**config.mk**
```make
export PLATFORM = sky130hd
export DESIGN_NAME = phy_rx_align_flat
export DESIGN_NICKNAME = d
export VERILOG_FILES = /design/src/rtl/phy_rx_align_if.sv /design/src/rtl/phy_rx_align.sv /design/src/flat_wrapper.sv
export SDC_FILE = /design/constraint.sdc
export NUM_CORES = 1
export LEC_CHECK = 0
export ABC_AREA = 1
export CAP_MARGIN = 20
export CORE_ASPECT_RATIO = 1.4
export CORE_UTILIZATION = 57
export DETAILED_ROUTE_END_ITERATION = 12
export GPL_TIMING_DRIVEN = 0
export PLACE_DENSITY = 0.85
export SYNTH_ARGS = -nofsm -noshare
export SYNTH_HDL_FRONTEND = slang
export SYNTH_SLANG_ARGS = --single-unit
```
**constraint.sdc**
```tcl
create_clock -name clk_8f -period 1.7 [get_ports clk_8f]
set_input_delay 0.17 -clock clk_8f [delete_from_list [all_inputs] [get_ports clk_8f]]
set_output_delay 0.17 -clock clk_8f [all_outputs]
set_load 0.01 [all_outputs]
```
**src/rtl/phy_rx_align_if.sv**
```systemverilog
// Lane-side bus of the multi-lane serial receiver: serial bits in, aligned words out.
interface phy_rx_align_if #(
  parameter int unsigned LANES = 2,
  parameter int unsigned WIDTH = 8
);
  logic [LANES-1:0]       serial_in;
  logic [LANES*WIDTH-1:0] data_out;
  logic [LANES-1:0]       valid_out;
  logic [LANES-1:0]       active;
  logic                   all_active;

  // Source of serial bits / consumer of recovered words.
  modport master (
    output serial_in,
    input  data_out,
    input  valid_out,
    input  active,
    input  all_active
  );

  // The receiver itself.
  modport slave (
    input  serial_in,
    output data_out,
    output valid_out,
    output active,
    output all_active
  );
endinterface

```
**src/rtl/phy_rx_align.sv**
```systemverilog
// Multi-lane serial receiver: per-lane MSB-first deserialiser with comma-based
// word alignment, lock/loss hysteresis and a one-cycle strobe per data word.
module phy_rx_align #(
  parameter int unsigned      LANES      = 2,
  parameter int unsigned      WIDTH      = 8,
  parameter logic [WIDTH-1:0] COMMA      = 8'hBC,
  parameter int unsigned      LOCK_COUNT = 4,
  parameter int unsigned      LOSS_COUNT = 3
) (
  input  logic          clk_8f,
  input  logic          reset_L,
  input  logic          enable,
  phy_rx_align_if.slave bus
);

  localparam int unsigned     CNTW    = $clog2(WIDTH);
  localparam int unsigned     CCW     = $clog2(LOCK_COUNT + 1);
  localparam int unsigned     LCW     = $clog2(LOSS_COUNT + 1);
  localparam logic [CNTW-1:0] CNT_MAX = CNTW'(WIDTH - 1);

  typedef enum logic [1:0] {SEARCH, ALIGN, LOCKED} state_t;

  state_t                 state_q [LANES];
  state_t                 state_d [LANES];
  logic [WIDTH-1:0]       shreg_q [LANES];
  logic [WIDTH-1:0]       shreg_d [LANES];
  logic [CNTW-1:0]        cnt_q   [LANES];
  logic [CNTW-1:0]        cnt_d   [LANES];
  logic [CCW-1:0]         ccnt_q  [LANES];
  logic [CCW-1:0]         ccnt_d  [LANES];
  logic [LCW-1:0]         lcnt_q  [LANES];
  logic [LCW-1:0]         lcnt_d  [LANES];
  logic [LANES*WIDTH-1:0] data_q, data_d;
  logic [LANES-1:0]       valid_q, valid_d;
  logic [LANES-1:0]       active_q, active_d;
  logic [WIDTH-1:0]       nxt;
  logic                   at_bound;

  assign bus.data_out   = data_q;
  assign bus.valid_out  = valid_q;
  assign bus.active     = active_q;
  assign bus.all_active = &active_q;

  // Per-lane next-state: shifting, bit counting, alignment FSM and word delivery.
  always_comb begin
    state_d  = state_q;
    shreg_d  = shreg_q;
    cnt_d    = cnt_q;
    ccnt_d   = ccnt_q;
    lcnt_d   = lcnt_q;
    data_d   = data_q;
    valid_d  = '0;
    active_d = active_q;
    nxt      = '0;
    at_bound = 1'b0;
    for (int unsigned i = 0; i < LANES; i++) begin
      nxt        = {shreg_q[i][WIDTH-2:0], bus.serial_in[i]};
      at_bound   = (cnt_q[i] == CNT_MAX) && (state_q[i] != SEARCH);
      shreg_d[i] = nxt;
      cnt_d[i]   = (cnt_q[i] == CNT_MAX) ? '0 : cnt_q[i] + 1'b1;
      if (!enable) begin
        state_d[i]  = SEARCH;
        cnt_d[i]    = '0;
        ccnt_d[i]   = '0;
        lcnt_d[i]   = '0;
        active_d[i] = 1'b0;
      end else begin
        unique case (state_q[i])
          SEARCH: begin
            if (nxt == COMMA) begin
              cnt_d[i]  = '0;
              ccnt_d[i] = CCW'(1);
              if (LOCK_COUNT == 1) begin
                state_d[i]  = LOCKED;
                lcnt_d[i]   = '0;
                active_d[i] = 1'b1;
              end else begin
                state_d[i] = ALIGN;
              end
            end
          end
          ALIGN: begin
            if (at_bound) begin
              if (nxt == COMMA) begin
                ccnt_d[i] = ccnt_q[i] + 1'b1;
                if (32'(ccnt_q[i]) + 32'd1 == LOCK_COUNT) begin
                  state_d[i]  = LOCKED;
                  lcnt_d[i]   = '0;
                  active_d[i] = 1'b1;
                end
              end else begin
                state_d[i] = SEARCH;
                ccnt_d[i]  = '0;
              end
            end
          end
          LOCKED: begin
            if (at_bound) begin
              if (nxt == COMMA) begin
                lcnt_d[i] = '0;
              end else begin
                data_d[i*WIDTH +: WIDTH] = nxt;
                valid_d[i]               = 1'b1;
              end
            end else if (nxt == COMMA) begin
              // Drop on the detection that reaches LOSS_COUNT; no re-search this edge.
              if (32'(lcnt_q[i]) + 32'd1 >= LOSS_COUNT) begin
                state_d[i]  = SEARCH;
                lcnt_d[i]   = '0;
                ccnt_d[i]   = '0;
                active_d[i] = 1'b0;
              end else begin
                lcnt_d[i] = lcnt_q[i] + 1'b1;
              end
            end
          end
          default: begin
            state_d[i]  = SEARCH;
            active_d[i] = 1'b0;
          end
        endcase
      end
    end
  end

  // State and datapath registers with asynchronous active-low reset.
  always_ff @(posedge clk_8f or negedge reset_L) begin
    if (!reset_L) begin
      for (int unsigned i = 0; i < LANES; i++) begin
        state_q[i] <= SEARCH;
        shreg_q[i] <= '0;
        cnt_q[i]   <= '0;
        ccnt_q[i]  <= '0;
        lcnt_q[i]  <= '0;
      end
      data_q   <= '0;
      valid_q  <= '0;
      active_q <= '0;
    end else begin
      for (int unsigned i = 0; i < LANES; i++) begin
        state_q[i] <= state_d[i];
        shreg_q[i] <= shreg_d[i];
        cnt_q[i]   <= cnt_d[i];
        ccnt_q[i]  <= ccnt_d[i];
        lcnt_q[i]  <= lcnt_d[i];
      end
      data_q   <= data_d;
      valid_q  <= valid_d;
      active_q <= active_d;
    end
  end

endmodule

```
**src/flat_wrapper.sv**
```systemverilog
// flat-port wrapper written by rule: the top's interface ports become plain ports
module phy_rx_align_flat 
#(
  parameter int unsigned      LANES      = 2,
  parameter int unsigned      WIDTH      = 8,
  parameter logic [WIDTH-1:0] COMMA      = 8'hBC,
  parameter int unsigned      LOCK_COUNT = 4,
  parameter int unsigned      LOSS_COUNT = 3
)
  (clk_8f, reset_L, enable, bus_serial_in, bus_data_out, bus_valid_out, bus_active, bus_all_active);
  phy_rx_align_if #(.LANES(LANES), .WIDTH(WIDTH)) bus_i ();
  input  logic clk_8f;
  input  logic reset_L;
  input  logic enable;
  input wire logic [$bits(bus_i.serial_in)-1:0] bus_serial_in;
  output wire logic [$bits(bus_i.data_out)-1:0] bus_data_out;
  output wire logic [$bits(bus_i.valid_out)-1:0] bus_valid_out;
  output wire logic [$bits(bus_i.active)-1:0] bus_active;
  output wire logic [$bits(bus_i.all_active)-1:0] bus_all_active;
  assign bus_i.serial_in = bus_serial_in;
  assign bus_data_out = bus_i.data_out;
  assign bus_valid_out = bus_i.valid_out;
  assign bus_active = bus_i.active;
  assign bus_all_active = bus_i.all_active;
  phy_rx_align #(.LANES(LANES), .WIDTH(WIDTH), .COMMA(COMMA), .LOCK_COUNT(LOCK_COUNT), .LOSS_COUNT(LOSS_COUNT)) u_core (.clk_8f(clk_8f), .reset_L(reset_L), .enable(enable), .bus(bus_i));
endmodule
```
==> run summary <==
================================================================================
Via/cell ratio ....................................................         5.06
Crit path capture type ............................................     register
Setup Crit Path Kind ..............................................      reg2reg
Power density over cell area ......................................   836 nW/µm²
Antenna fix cells .................................................            0
Ratio of final minimum period to clock period .....................        95.7%
Commonest cells in the synthesized netlist ........................ 113 x nand2_1, 54 x dfrtp_1, 33 x inv_1
Worst Path Required ...............................................      1.90 ns
Vias in the first global route ....................................         2129
Sequential cell fraction of total power ...........................        52.5%
Sw Ratio ..........................................................        30.4%
Distinct cell type count after synthesis ..........................           22
Setup ws final ....................................................    0.0724 ns
Fraction of synthesized cell area taken by the top area cell type .        49.3%
Clock tree sinks ..................................................           54
Gate power share ..................................................        18.7%
Number of endpoints with negative hold slack in the final report ..            0
Crit path arrival time ............................................      1.83 ns
Effective utilization at floorplan ................................        59.9%
Leakage power summed over all cells ...............................      1.71 nW
Unrepaired setup endpoints after global routing ...................        false
Inserted Clock Buffers ............................................            5
Share of power burned in the clock network ........................        28.8%
Die H .............................................................      84.0 µm
Congestion Overflow GR ............................................            0
Register bit total from synthesis .................................           54
Setup slack of the worst register-to-register path ................      0.07 ns
Antenna violations before repair ..................................            0
P_int .............................................................      1.86 mW
Synth-to-layout area growth .......................................        16.8%
Setup violation total in the final timing report ..................            0
Net switching power of the design .................................     0.813 mW
DRC ...............................................................            0
Net count reported at finish ......................................          378
First-pass GRT wire length ........................................      8560 µm
Commonest register cell after synthesis ...........................      dfrtp_1
Max-slew violation total from the final report ....................            0
Worst slew slack as a fraction of its limit .......................        74.8%
Peak supply drop ..................................................   0.000750 V
Net count of the mapped netlist ...................................          344
CTS tree ..........................................................         done
FILL cells ........................................................          359
Final critical-path required period ...............................      1.63 ns
Cell row count ....................................................           29
Global-route usage over all layers ................................        22.0%
Count of flip-flops with a built-in enable after synthesis ........            0
TritonRoute pass-1 iters ..........................................            4
Skew-Pair Late Insertion Delay ....................................      0.31 ns
Area of the die ...................................................     5090 µm²
Starting DRC count in detailed routing ............................           67
Top area cells in the synthesized netlist ......................... dfrtp_1 49%, nand2_1 15%, ha_1 6.4%, inv_1 4.5%, nand3_1 3.8%
Maximum operating frequency .......................................    0.614 GHz
Maximum number of pins on one net before global-route repair ......           41
Category of the worst setup path launch point .....................     register
Fin Setup TNS .....................................................         0 ns
H-tree levels .....................................................            2
IO Count ..........................................................           26
Clock-pin transition on the worst setup and hold timing paths .....      0.11 ns
Number of buffers on the longest clock path .......................            2
Number of vias after detailed routing .............................         2136
Fraction of layout instances using a drive strength above 1 .......        18.3%
Post-synthesis instance total .....................................          325
Wire per inst .....................................................      11.7 µm
Summed instance area of the synthesized netlist ...................     2740 µm²
Worst setup skew after layout .....................................    0.0117 ns
Count of yosys warnings during synthesis ..........................            0
HPWL after detailed placement .....................................      3660 µm
Hold WC Path Type .................................................       in2reg
Sequential area share after synthesis .............................        49.3%
Async set-reset flop share out of synthesis .......................         100%
Per-instance average area after synthesis .........................     8.43 µm²
# port buffers ....................................................           24
Routability congestion estimate ...................................        0.890
Routed wire length ................................................      4940 µm
Synth area leader .................................................      dfrtp_1
Top fanout value on the critical path .............................            4
Antenna-violating nets left .......................................            0
Run status ........................................................ finished, final reports clean
Tightest Pin Transition ...........................................     0.379 ns
Standard cell core area ...........................................     4570 µm²
Die Span X ........................................................      60.6 µm
Post-Place Setup Slack ............................................    0.0811 ns
Root cell of the clock tree .......................................     clkbuf_8
Max capacitance violation total ...................................            0
Most frequent cell after synthesis ................................      nand2_1
================================================================================
through the flow:
step                hold WS (ns)  std cells  area, µm²  power [mW]  utilization, %
floorplan                 -0.126        325       2740        1.77               -
global placement           0.356        411       3060        1.89            66.9
detailed placement         0.103        412       3070        1.91            67.2
CTS                        0.152        421       3180        2.67            69.6
global route               0.163        422       3200        2.81            70.0
finish                     0.150        422       3200        2.67            70.0
cell usage in the layout (no fill, tap or decap):
cell type	n
nand3_2	3
inv_4	3
buf_12	1
o21ai_2	3
inv_6	1
nand2_2	12
nor2_4	4
nor2_1	21
nand2_1	110
ha_2	1
buf_6	2
nand4_1	7
inv_2	13
o21ai_1	3
dfrtp_1	54
clkbuf_8	6
clkinvlp_4	1
o21ai_0	3
nand3_1	21
dlygate4sd3_1	1
ha_1	13
buf_4	2
nor3_1	4
buf_2	1
a21oi_2	3
nor2_2	3
nand2_4	7
nand3b_1	1
inv_1	33
clkdlybuf4s50_1	23
registers in the layout, summed over array words and instances, names as in the netlist:
signal                flops
u_core.bus.valid_out      2
u_core.state_q            4
u_core.cnt_q              6
u_core.bus.data_out      16
u_core.shreg_d            7
u_core.bus.active         2
u_core.lcnt_q             4
u_core.ccnt_q             6
u_core.nxt                7
layer usage:
layer  routed length [µm]  global-route usage, %  vias up  share of wire (%)
met5                    0                      0        -                  0
met4                  112                   8.47        0                2.3
met3                  142                   4.34       12                2.9
met2                 2680                   39.2       42                 54
met1                 2000                   24.8     1015                 41
li1                     -                      -     1067                  -
worst max-delay path: stages (launching register included):
cell and delay, ns:
dfrtp_1 0.43, buf_4 0.14, ha_1 0.22, nand2_4 0.10, inv_4 0.05, nand2_2 0.07
nand2_2 0.06, inv_2 0.06, nand2_4 0.06, inv_2 0.08, nand3_1 0.09, nand2_1 0.08
nand2_1 0.05
power groups by stage:
stage               clock network (mW)  logic, mW  registers, mW
finish                           0.771      0.500           1.40
floorplan                            0      0.349           1.42
CTS                              0.779      0.493           1.40
global placement                     0      0.461           1.43
detailed placement                   0      0.480           1.43
global route                     0.826      0.572           1.41
kinds of logic after synthesis:
family,after synthesis,synth area share [%]
adder cells (fa/ha/maj),14,6.40
buffers and inverters,52,8.09
flip-flops,54,49.3
AND/OR/NAND/NOR,193,33.2
AO/OA/AOI/OAI,12,3.02
what timing repair did:
action / in CTS / in global routing
buffers inserted: 0 / 1
endpoints found under the setup margin: 0 / 14
endpoints found under the hold margin: 14 / 0
gates resized for setup: 0 / 4
hold buffers: 1 / 0
final cells by class:
type | instances | area (µm²) | area share [%]
Clock buffer | 6 | 82.6 | 2.58
Inverter | 49 | 191 | 5.99
Tap cell | 62 | 77.6 | 2.43
Sequential cell | 54 | 1350 | 42.3
Clock inverter | 2 | 16.3 | 0.509
Timing Repair Buffer | 27 | 273 | 8.53
Multi-Input combinational cell | 219 | 1180 | 36.8
Buffer | 3 | 30.0 | 0.939
path summary, 6_finish.rpt:
path | start | endpoint | cells past startpoint
min in group asynchronous | reset_L | u_core.ccnt_q[5]$_DFFE_PN0P_ | 2
hold / removal | enable | u_core.cnt_q[4]$_DFF_PN0_ | 3
setup / recovery | u_core.state_q[3]$_DFFE_PN0P_ | u_core.state_q[2]$_DFFE_PN0P_ | 12
max in group asynchronous | reset_L | u_core.nxt[5]$_DFF_PN0_ | 3
setup reg to reg | u_core.state_q[3]$_DFFE_PN0P_ | u_core.state_q[2]$_DFFE_PN0P_ | 12
hold reg to reg | u_core.shreg_d[14]$_DFF_PN0_ | u_core.shreg_d[15]$_DFF_PN0_ | 0
(Power assumes the default switching activity.)
